<file path="src/rtl/hazard_ctrl.sv">
// Pipeline hazard/stall controller: load-use stalls, ID-branch flushes, memory-wait freeze, sticky watchdog.
// Optional performance counters are built only when HAZARD_PERF_EN is defined.
module hazard_ctrl #(
  parameter int TIMEOUT = 255,
  parameter int CNT_W   = 8
) (
  input  logic        clk_i,
  input  logic        rst_i,
  input  logic [4:0]  ifid_rs_i,
  input  logic [4:0]  ifid_rt_i,
  input  logic        ifid_uses_rt_i,
  input  logic        idex_memread_i,
  input  logic [4:0]  idex_rt_i,
  input  logic        branch_taken_i,
  input  logic        mem_req_i,
  input  logic        mem_ready_i,
  output logic        pc_write_o,
  output logic        ifid_hold_o,
  output logic        ifid_flush_o,
  output logic        idex_bubble_o,
  output logic        pipe_freeze_o,
  output logic        error_o,
  output logic [31:0] stall_cycles_o,
  output logic [31:0] flush_count_o
);

  typedef enum logic [1:0] {RUN, MEM_WAIT, ERROR} state_t;

  localparam logic [CNT_W-1:0] TIMEOUT_C = CNT_W'(TIMEOUT);

  state_t           state_q, state_d;
  logic [CNT_W-1:0] wait_cnt_q, wait_cnt_d;
  logic             lu, ms, frozen, err;

  assign lu = idex_memread_i && (idex_rt_i != 5'd0) &&
              ((idex_rt_i == ifid_rs_i) || (ifid_uses_rt_i && (idex_rt_i == ifid_rt_i)));
  assign ms = mem_req_i && !mem_ready_i;

  always_comb begin
    state_d       = state_q;
    wait_cnt_d    = wait_cnt_q;
    frozen        = 1'b0;
    err           = 1'b0;
    pc_write_o    = 1'b1;
    ifid_hold_o   = 1'b0;
    ifid_flush_o  = 1'b0;
    idex_bubble_o = 1'b0;
    pipe_freeze_o = 1'b0;
    error_o       = 1'b0;

    case (state_q)
      RUN: begin
        if (ms) begin
          frozen     = 1'b1;
          wait_cnt_d = CNT_W'(1);
          state_d    = MEM_WAIT;
        end
      end
      MEM_WAIT: begin
        if (!mem_ready_i) begin
          frozen = 1'b1;
          if (wait_cnt_q == TIMEOUT_C) state_d = ERROR;
          else                         wait_cnt_d = wait_cnt_q + 1'b1;
        end else begin
          state_d    = RUN;
          wait_cnt_d = '0;
        end
      end
      ERROR: begin
        frozen = 1'b1;
        err    = 1'b1;
      end
      default: begin
        state_d    = RUN;
        wait_cnt_d = '0;
      end
    endcase

    // A stale branch under a load-use stall is dropped; it re-resolves once operands arrive.
    if (frozen) begin
      pc_write_o    = 1'b0;
      ifid_hold_o   = 1'b1;
      pipe_freeze_o = 1'b1;
      error_o       = err;
    end else if (lu) begin
      pc_write_o    = 1'b0;
      ifid_hold_o   = 1'b1;
      idex_bubble_o = 1'b1;
    end else if (branch_taken_i) begin
      ifid_flush_o  = 1'b1;
    end

    if (rst_i) begin
      pc_write_o    = 1'b0;
      ifid_hold_o   = 1'b1;
      ifid_flush_o  = 1'b0;
      idex_bubble_o = 1'b1;
      pipe_freeze_o = 1'b1;
      error_o       = 1'b0;
    end
  end

  always_ff @(posedge clk_i or posedge rst_i) begin
    if (rst_i) begin
      state_q    <= RUN;
      wait_cnt_q <= '0;
    end else begin
      state_q    <= state_d;
      wait_cnt_q <= wait_cnt_d;
    end
  end

`ifdef HAZARD_PERF_EN
  logic [31:0] stall_cycles_q, stall_cycles_d;
  logic [31:0] flush_count_q, flush_count_d;

  // ERROR cycles are excluded so a dead memory does not swamp the stall count.
  always_comb begin
    stall_cycles_d = stall_cycles_q;
    flush_count_d  = flush_count_q;
    if (!pc_write_o && (state_q != ERROR)) stall_cycles_d = stall_cycles_q + 32'd1;
    if (ifid_flush_o)                      flush_count_d  = flush_count_q + 32'd1;
  end

  always_ff @(posedge clk_i or posedge rst_i) begin
    if (rst_i) begin
      stall_cycles_q <= '0;
      flush_count_q  <= '0;
    end else begin
      stall_cycles_q <= stall_cycles_d;
      flush_count_q  <= flush_count_d;
    end
  end

  assign stall_cycles_o = stall_cycles_q;
  assign flush_count_o  = flush_count_q;
`else
  assign stall_cycles_o = 32'd0;
  assign flush_count_o  = 32'd0;
`endif

endmodule
</file>
<file path="config.mk">
export PLATFORM = sky130hd
export DESIGN_NAME = hazard_ctrl
export DESIGN_NICKNAME = d
export VERILOG_FILES = /design/src/rtl/hazard_ctrl.sv
export SDC_FILE = /design/constraint.sdc
export NUM_CORES = 1
export LEC_CHECK = 0
export CAP_MARGIN = 20
export CORE_MARGIN = 4
export CORE_UTILIZATION = 37
export DETAILED_ROUTE_END_ITERATION = 10
export GPL_ROUTABILITY_DRIVEN = 0
export GPL_TIMING_DRIVEN = 1
export PLACE_DENSITY = 0.95
export SYNTH_ARGS = -nofsm -noshare
export SYNTH_HDL_FRONTEND = slang
export SYNTH_SLANG_ARGS = --single-unit
</file>
<file path="constraint.sdc">
create_clock -name clk_i -period 3.45 [get_ports clk_i]
set_clock_uncertainty 0.1 [all_clocks]
set_input_delay 0.69 -clock clk_i [delete_from_list [all_inputs] [get_ports clk_i]]
set_output_delay 0.69 -clock clk_i [all_outputs]
set_load 0.02 [all_outputs]
</file>
==> metrics.yaml, run 1 <==
run_status: "completed"
die_width_um: 65.4
vias: 889
p_switching_mw: 0.154
layout_commonest_cell: "conb_1"
synth_cell_type_count: 34
pre_cts_ws_ns: -0.113
p_int_mw: 0.237
areaGrowthSynthToFinish_pct: 12.0
synthesis.instances: 147
hp-start: "wait_cnt_q[1]"
placed_area_um2: 1330
rows: 20
synth_area_um2: 1220
pwr-share-seq_pct: 34.4
p_clk_share_pct: 26.9
die_h_um: 65.4
htree_levels: 1
hp-class: "reg2reg"
fmax_ghz: 0.308
rr_endpoint: "wait_cnt_q[5]"
num_antenna_cells: 0
grt_antenna_before_repair: 0
grt_pass1_wl_mm: 3.35
route.detailed.drc: 0
combPwrFrac_pct: 38.7
cts_tree: "built"
r2r_cells: 5
layout.nets: 204
ant_nets: 0
hold_path_end: "wait_cnt_q[1]"
ir_drop_v: 0.000256
required_ns: 2.66
final_util_pct: 44.0
cap_violations: 0
routed_wl_mm: 2.32
syn_avg_cell_area_um2: 8.30
core_um2: 3100
clockRootBuffer: "clkbuf_4"
crit_fanout: 4
final_cell_mix: "64 x conb_1, 23 x clkdlybuf4s50_1, 12 x xor2_1, 10 x dfrtp_1, 9 x nor2_1"
cts_buffers: 3
dp_hpwl_mm: 2.06
cp-start-kind: "input port"
rsz0062_at_grt: "false"
drt_iter0_drc: 8
drive_gt1_share_pct: 7.22
clockBufferDepth: 2
postLayoutCellArea_um2: 1370
initial_core_util_pct: 39.3
via_per_inst: 3.97
p_sw_share_pct: 39.5
cts-hold-fix-buffers: 0
ys_warn_count: 0
io_pins: 92
fin_crit_ns: 3.25
insertion_delay_ns: 0.26
leakagePower_nw: 0.680
grt-ovfl-total: 0
synth_seq_cells: 10
drtPass1Iterations: 4
dieArea_um2: 4280
wl_per_cell_um: 10.4
cp-end-kind: "output pin"
powerDensity_nw_per_um2: 286
post-route-period-util_pct: 94.1
cts.sinks: 10
setup_viol: 0
power.total_mw: 0.391
grt_max_degree: 11
cp.arrival_ns: 2.46
clkTransAtPathRegs_ns: 0.07
tns_ns: 0
regToRegSetupSlack_ns: 1.74
report.final.slew_viol_count: 0
reg2reg_from: "wait_cnt_q[0]"
grt_pass1_vias: 783
hold_viol: 0
path_class: "in2out"
synth-seq-area-share_pct: 20.5
min_delay_path_depth: 2
portBuffers: 27
fillers: 314
grt.total_usage_pct: 9.80
fin_ws_ns: 0.203
[what timing repair did]
| item | 4_1_cts | 5_1_grt |
|---|---|---|
| gates resized for setup | 3 | 1 |
| buffers inserted | 0 | 0 |
| endpoints found under the setup margin | 3 | 1 |
[layer usage]
layer | wire (µm) | GRT usage [%] | vias to the layer above
li1 | - | - | 435
met4 | 21 | 2.33 | 0
met3 | 214 | 2.91 | 2
met2 | 1300 | 18.5 | 47
met5 | 0 | 0 | -
met1 | 780 | 10.6 | 405
[power by group through the flow]
| stage | registers (mW) | clock network (mW) | logic (mW) |
|---|---|---|---|
| after floorplan | 0.132 | 0 | 0.161 |
| after global placement | 0.135 | 0 | 0.149 |
| after detailed placement | 0.136 | 0 | 0.151 |
| after CTS | 0.134 | 0.109 | 0.150 |
| after global routing | 0.136 | 0.118 | 0.163 |
| final | 0.134 | 0.105 | 0.151 |
[per-stage QoR]
stage | cells | hold slack, ns
floorplan | 210 | 0.415
global placement | 220 | 0.434
detailed placement | 220 | 0.467
CTS | 224 | 0.483
global route | 224 | 0.512
finish | 224 | 0.493
[area by class of cell]
type / count / area (µm²) / area share, %
Multi-Input combinational cell: 131 / 707 / 51.7
Sequential cell: 10 / 250 / 18.3
Clock buffer: 4 / 36.3 / 2.66
Timing Repair Buffer: 32 / 307 / 22.4
Tap cell: 44 / 55.1 / 4.03
Inverter: 3 / 11.3 / 0.824
[cells by family after synthesis]
logic type	Yosys count	synth area share (%)
other	1	0.307
AO/OA/AOI/OAI	25	15.0
adder cells (fa/ha/maj)	1	1.03
AND/OR/NAND/NOR	27	12.2
XOR/XNOR	14	10.1
flip-flops	10	20.5
buffers and inverters	69	40.9
[worst max-delay path, stage by stage]
cell and delay, ns:
clkdlybuf4s50_1 0.47, xor2_1 0.18, nor4_1 0.27, a32oi_1 0.21, o31ai_1 0.27, dlygate4sd2_1 0.37
[sequential cells by signal, indices dropped and copies added, names as in the netlist]
register,flops
state_q,2
wait_cnt_q,8
[Yosys cell counts]
cell | n | share of area, %
dfrtp_1 | 10 | 21
nand4_4 | 1 | 1.7
o211ai_1 | 3 | 1.8
buf_4 | 64 | 39
o21ai_2 | 1 | 0.72
a32o_1 | 1 | 0.82
a211oi_2 | 1 | 1.0
xnor2_1 | 2 | 1.4
o41ai_1 | 1 | 0.72
o31ai_1 | 1 | 0.62
nor3_1 | 1 | 0.41
nand2b_1 | 2 | 1.0
clkbuf_1 | 2 | 0.62
inv_1 | 2 | 0.62
conb_1 | 1 | 0.31
nand3_1 | 4 | 1.6
or4_1 | 1 | 0.62
nor2_1 | 9 | 2.8
o21ai_1 | 5 | 2.1
a31o_1 | 1 | 0.72
xor2_1 | 12 | 8.6
ha_1 | 1 | 1.0
a2111oi_2 | 1 | 1.2
nor4_1 | 1 | 0.51
nand2_1 | 3 | 0.92
clkinv_1 | 1 | 0.31
o21ai_0 | 4 | 1.6
or2_1 | 1 | 0.51
a32oi_1 | 1 | 0.72
and3_1 | 2 | 1.0
o211a_1 | 1 | 0.82
a21oi_1 | 2 | 0.82
o21a_1 | 2 | 1.2
or3_1 | 2 | 1.0
[how the worst max path moves through the flow]
stage,startpoint,depth (start not counted),to,slack [ns]
global route,idex_rt_i[3],6,idex_bubble_o,0.10
global placement,idex_rt_i[3],6,idex_bubble_o,-0.06
detailed placement,idex_rt_i[3],6,idex_bubble_o,-0.11
finish,idex_rt_i[3],6,idex_bubble_o,0.20
CTS,idex_rt_i[3],6,ifid_hold_o,0.03
floorplan,idex_rt_i[3],4,idex_bubble_o,0.79
(Power assumes the default switching activity.)
==> run 2: changes to the inputs <==
--- a/config.mk
+++ b/config.mk
@@ -5,6 +5,7 @@
 export SDC_FILE = /design/constraint.sdc
 export NUM_CORES = 1
 export LEC_CHECK = 0
+export ABC_CLOCK_PERIOD_IN_PS = 3450
 export CAP_MARGIN = 20
 export CORE_MARGIN = 4
 export CORE_UTILIZATION = 37
@@ -12,6 +13,7 @@
 export GPL_ROUTABILITY_DRIVEN = 0
 export GPL_TIMING_DRIVEN = 1
 export PLACE_DENSITY = 0.95
+export RECOVER_POWER = 100
 export SYNTH_ARGS = -nofsm -noshare
 export SYNTH_HDL_FRONTEND = slang
 export SYNTH_SLANG_ARGS = --single-unit
==> metrics.yaml, run 2 (synthesis results as in run 1) <==
run_status: "completed"
report.final.slew_viol_count: 0  # unchanged
cp-end-kind: "output pin"
crit_chain: "dlygate4sd3_1 -> or2_0 -> o21ai_1 -> nor2_1 -> inv_1 -> clkdlybuf4s50_1"
rr_endpoint: "wait_cnt_q[0]"
powerDensity_nw_per_um2: 288  # +0.61%
dp_hpwl_mm: 2.06  # unchanged
drt_iter0_drc: 9  # +1
tns_ns: 0  # unchanged
rsz0062_at_grt: "false"
largest_reg_flops: 8  # unchanged
dieArea_um2: 4280  # unchanged
multi_input_area_um2: 703  # -0.53%
post-route-period-util_pct: 95.0  # +0.89 points
final_util_pct: 43.4  # -0.65 points
die_h_um: 65.4  # unchanged
fin_crit_ns: 3.28  # +0.0307 ns
seq_area_um2: 250  # unchanged
slew_headroom_pct: 51.3
cpPeakStageDelay_ns: 0.61  # +0.14 ns
cts.sinks: 10  # unchanged
cpLargestDelayFamily: "buffers and inverters"
clockRootBuffer: "clkbuf_4"
drive_gt1_share_pct: 5.56  # -1.7 points
die_width_um: 65.4  # unchanged
cp_slowest_cell: "clkdlybuf4s50_1"
grt_antenna_before_repair: 0  # unchanged
cp.arrival_ns: 2.49  # +0.03 ns
fin_ws_ns: 0.172  # -0.0307 ns
leakagePower_nw: 0.667  # -2.0%
cap_violations: 0  # unchanged
regToRegSetupSlack_ns: 1.38  # -0.36 ns
pre_cts_ws_ns: -0.113  # unchanged
portBuffers: 27  # unchanged
r2r_cells: 5  # unchanged
cts_buffers: 3  # unchanged
ir_drop_v: 0.000253  # -1.0%
route.detailed.drc: 0  # unchanged
worst_pin_slew_ns: 0.724
regMostFlops: "wait_cnt_q"
fillers: 318  # +1.3%
reg2reg_from: "wait_cnt_q[0]"
core_um2: 3100  # unchanged
insertion_delay_ns: 0.26  # about the same
layout.nets: 204  # unchanged
fmax_ghz: 0.305  # -0.94%
final_cell_mix: "64 x conb_1, 20 x clkdlybuf4s50_1, 12 x xor2_1, 10 x dfrtp_1, 9 x nor2_1"
cp-start-kind: "input port"
path_class: "in2out"
crit_start: "mem_ready_i"
cp-endpoint: "pipe_freeze_o"
wl_per_cell_um: 10.5  # +0.99%
hold_viol: 0  # unchanged
clockBufferDepth: 2  # unchanged
grt.total_usage_pct: 9.80  # unchanged
ant_nets: 0  # unchanged
grt_pass1_vias: 783  # unchanged
layout_commonest_cell: "conb_1"
required_ns: 2.66  # about the same
htree_levels: 1  # unchanged
drtPass1Iterations: 4  # unchanged
routed_wl_mm: 2.34  # +0.99%
grt-ovfl-total: 0  # unchanged
hp-class: "reg2reg"
crit_cells: 6  # unchanged
vias: 899  # +1.1%
areaGrowthSynthToFinish_pct: 10.4
io_pins: 92  # unchanged
crit_fanout: 4  # unchanged
clkTransAtPathRegs_ns: 0.07  # about the same
rows: 20  # unchanged
setup_viol: 0  # unchanged
grt_pass1_wl_mm: 3.35  # unchanged
grt_max_degree: 11  # unchanged
reg_top3: "wait_cnt_q (8), state_q (2)"
cts_tree: "built"
initial_core_util_pct: 39.3  # unchanged
cp_num_buf_inv: 3  # +1
via_per_inst: 4.01  # +1.1%
num_antenna_cells: 0  # unchanged
[run 2: changes by cell type in the layout (fill, tap and decap cells not counted)]
cell             delta
or2_0               +1
buf_4               -2
or2_1               -1
o21ai_1             -2
o21ai_2             -1
clkdlybuf4s50_1     -3
dlymetal6s2s_1      -1
o21ai_0             +3
clkbuf_1            +3
dlygate4sd3_1       +3
[run 2: what timing repair did]
action,4_1_cts,5_1_grt
hold buffers,0,0
gates cloned,0,0
pin swaps,0,0
endpoints found under the setup margin,3,1
buffers inserted,0,0
gates resized for setup,3,1
[run 2: final cells by class]
type	count	share of cell area [%]
tap	44	4.09
sequential	10	18.6
clock buffer	4	2.70
multi-input combinational	131	52.2
inverter	3	0.836
timing repair buffer	32	21.6
[run 2: worst min-delay path, cell delays in order, from the launching register on]
cell,delay [ns]
dfrtp_1,0.39
nand3_1,0.08
o21ai_0,0.07
[run 2: per-stage QoR]
| stage | area [µm²] | instances | hold slack [ns] | power (mW) |
|---|---|---|---|---|
| global placement | 1330 | 220 | 0.434 | 0.284 |
| detailed placement | 1330 | 220 | 0.467 | 0.288 |
| finish | 1350 | 224 | 0.478 | 0.387 |
| CTS | 1360 | 224 | 0.483 | 0.392 |
| floorplan | 1460 | 210 | 0.415 | 0.293 |
| global route | 1350 | 224 | 0.516 | 0.414 |
[run 2: how the worst min path moves through the flow]
stage	from	to	cells after the start
after CTS	wait_cnt_q[1]	wait_cnt_q[1]	2
after global routing	wait_cnt_q[1]	wait_cnt_q[1]	2
after floorplan	wait_cnt_q[1]	wait_cnt_q[1]	2
after global placement	wait_cnt_q[1]	wait_cnt_q[1]	2
after detailed placement	wait_cnt_q[1]	wait_cnt_q[1]	2
final	wait_cnt_q[1]	wait_cnt_q[1]	2
[run 2: where the power goes]
part           leakage [nW]  internal (mW)  total [mW]  switching, mW
combinational         0.510         0.0452       0.148          0.103
clock                0.0210         0.0641       0.105         0.0410
sequential            0.136          0.124       0.134        0.00985
total                 0.667          0.234       0.387          0.154
[run 2: metal layers]
layer / global-route usage [%] / share of wire (%) / vias up
li1: - / - / 435
met1: 10.6 / 34 / 413
met2: 18.5 / 56 / 49
met3: 2.91 / 9.2 / 2
met4: 2.33 / 0.90 / 0
met5: 0 / 0 / -
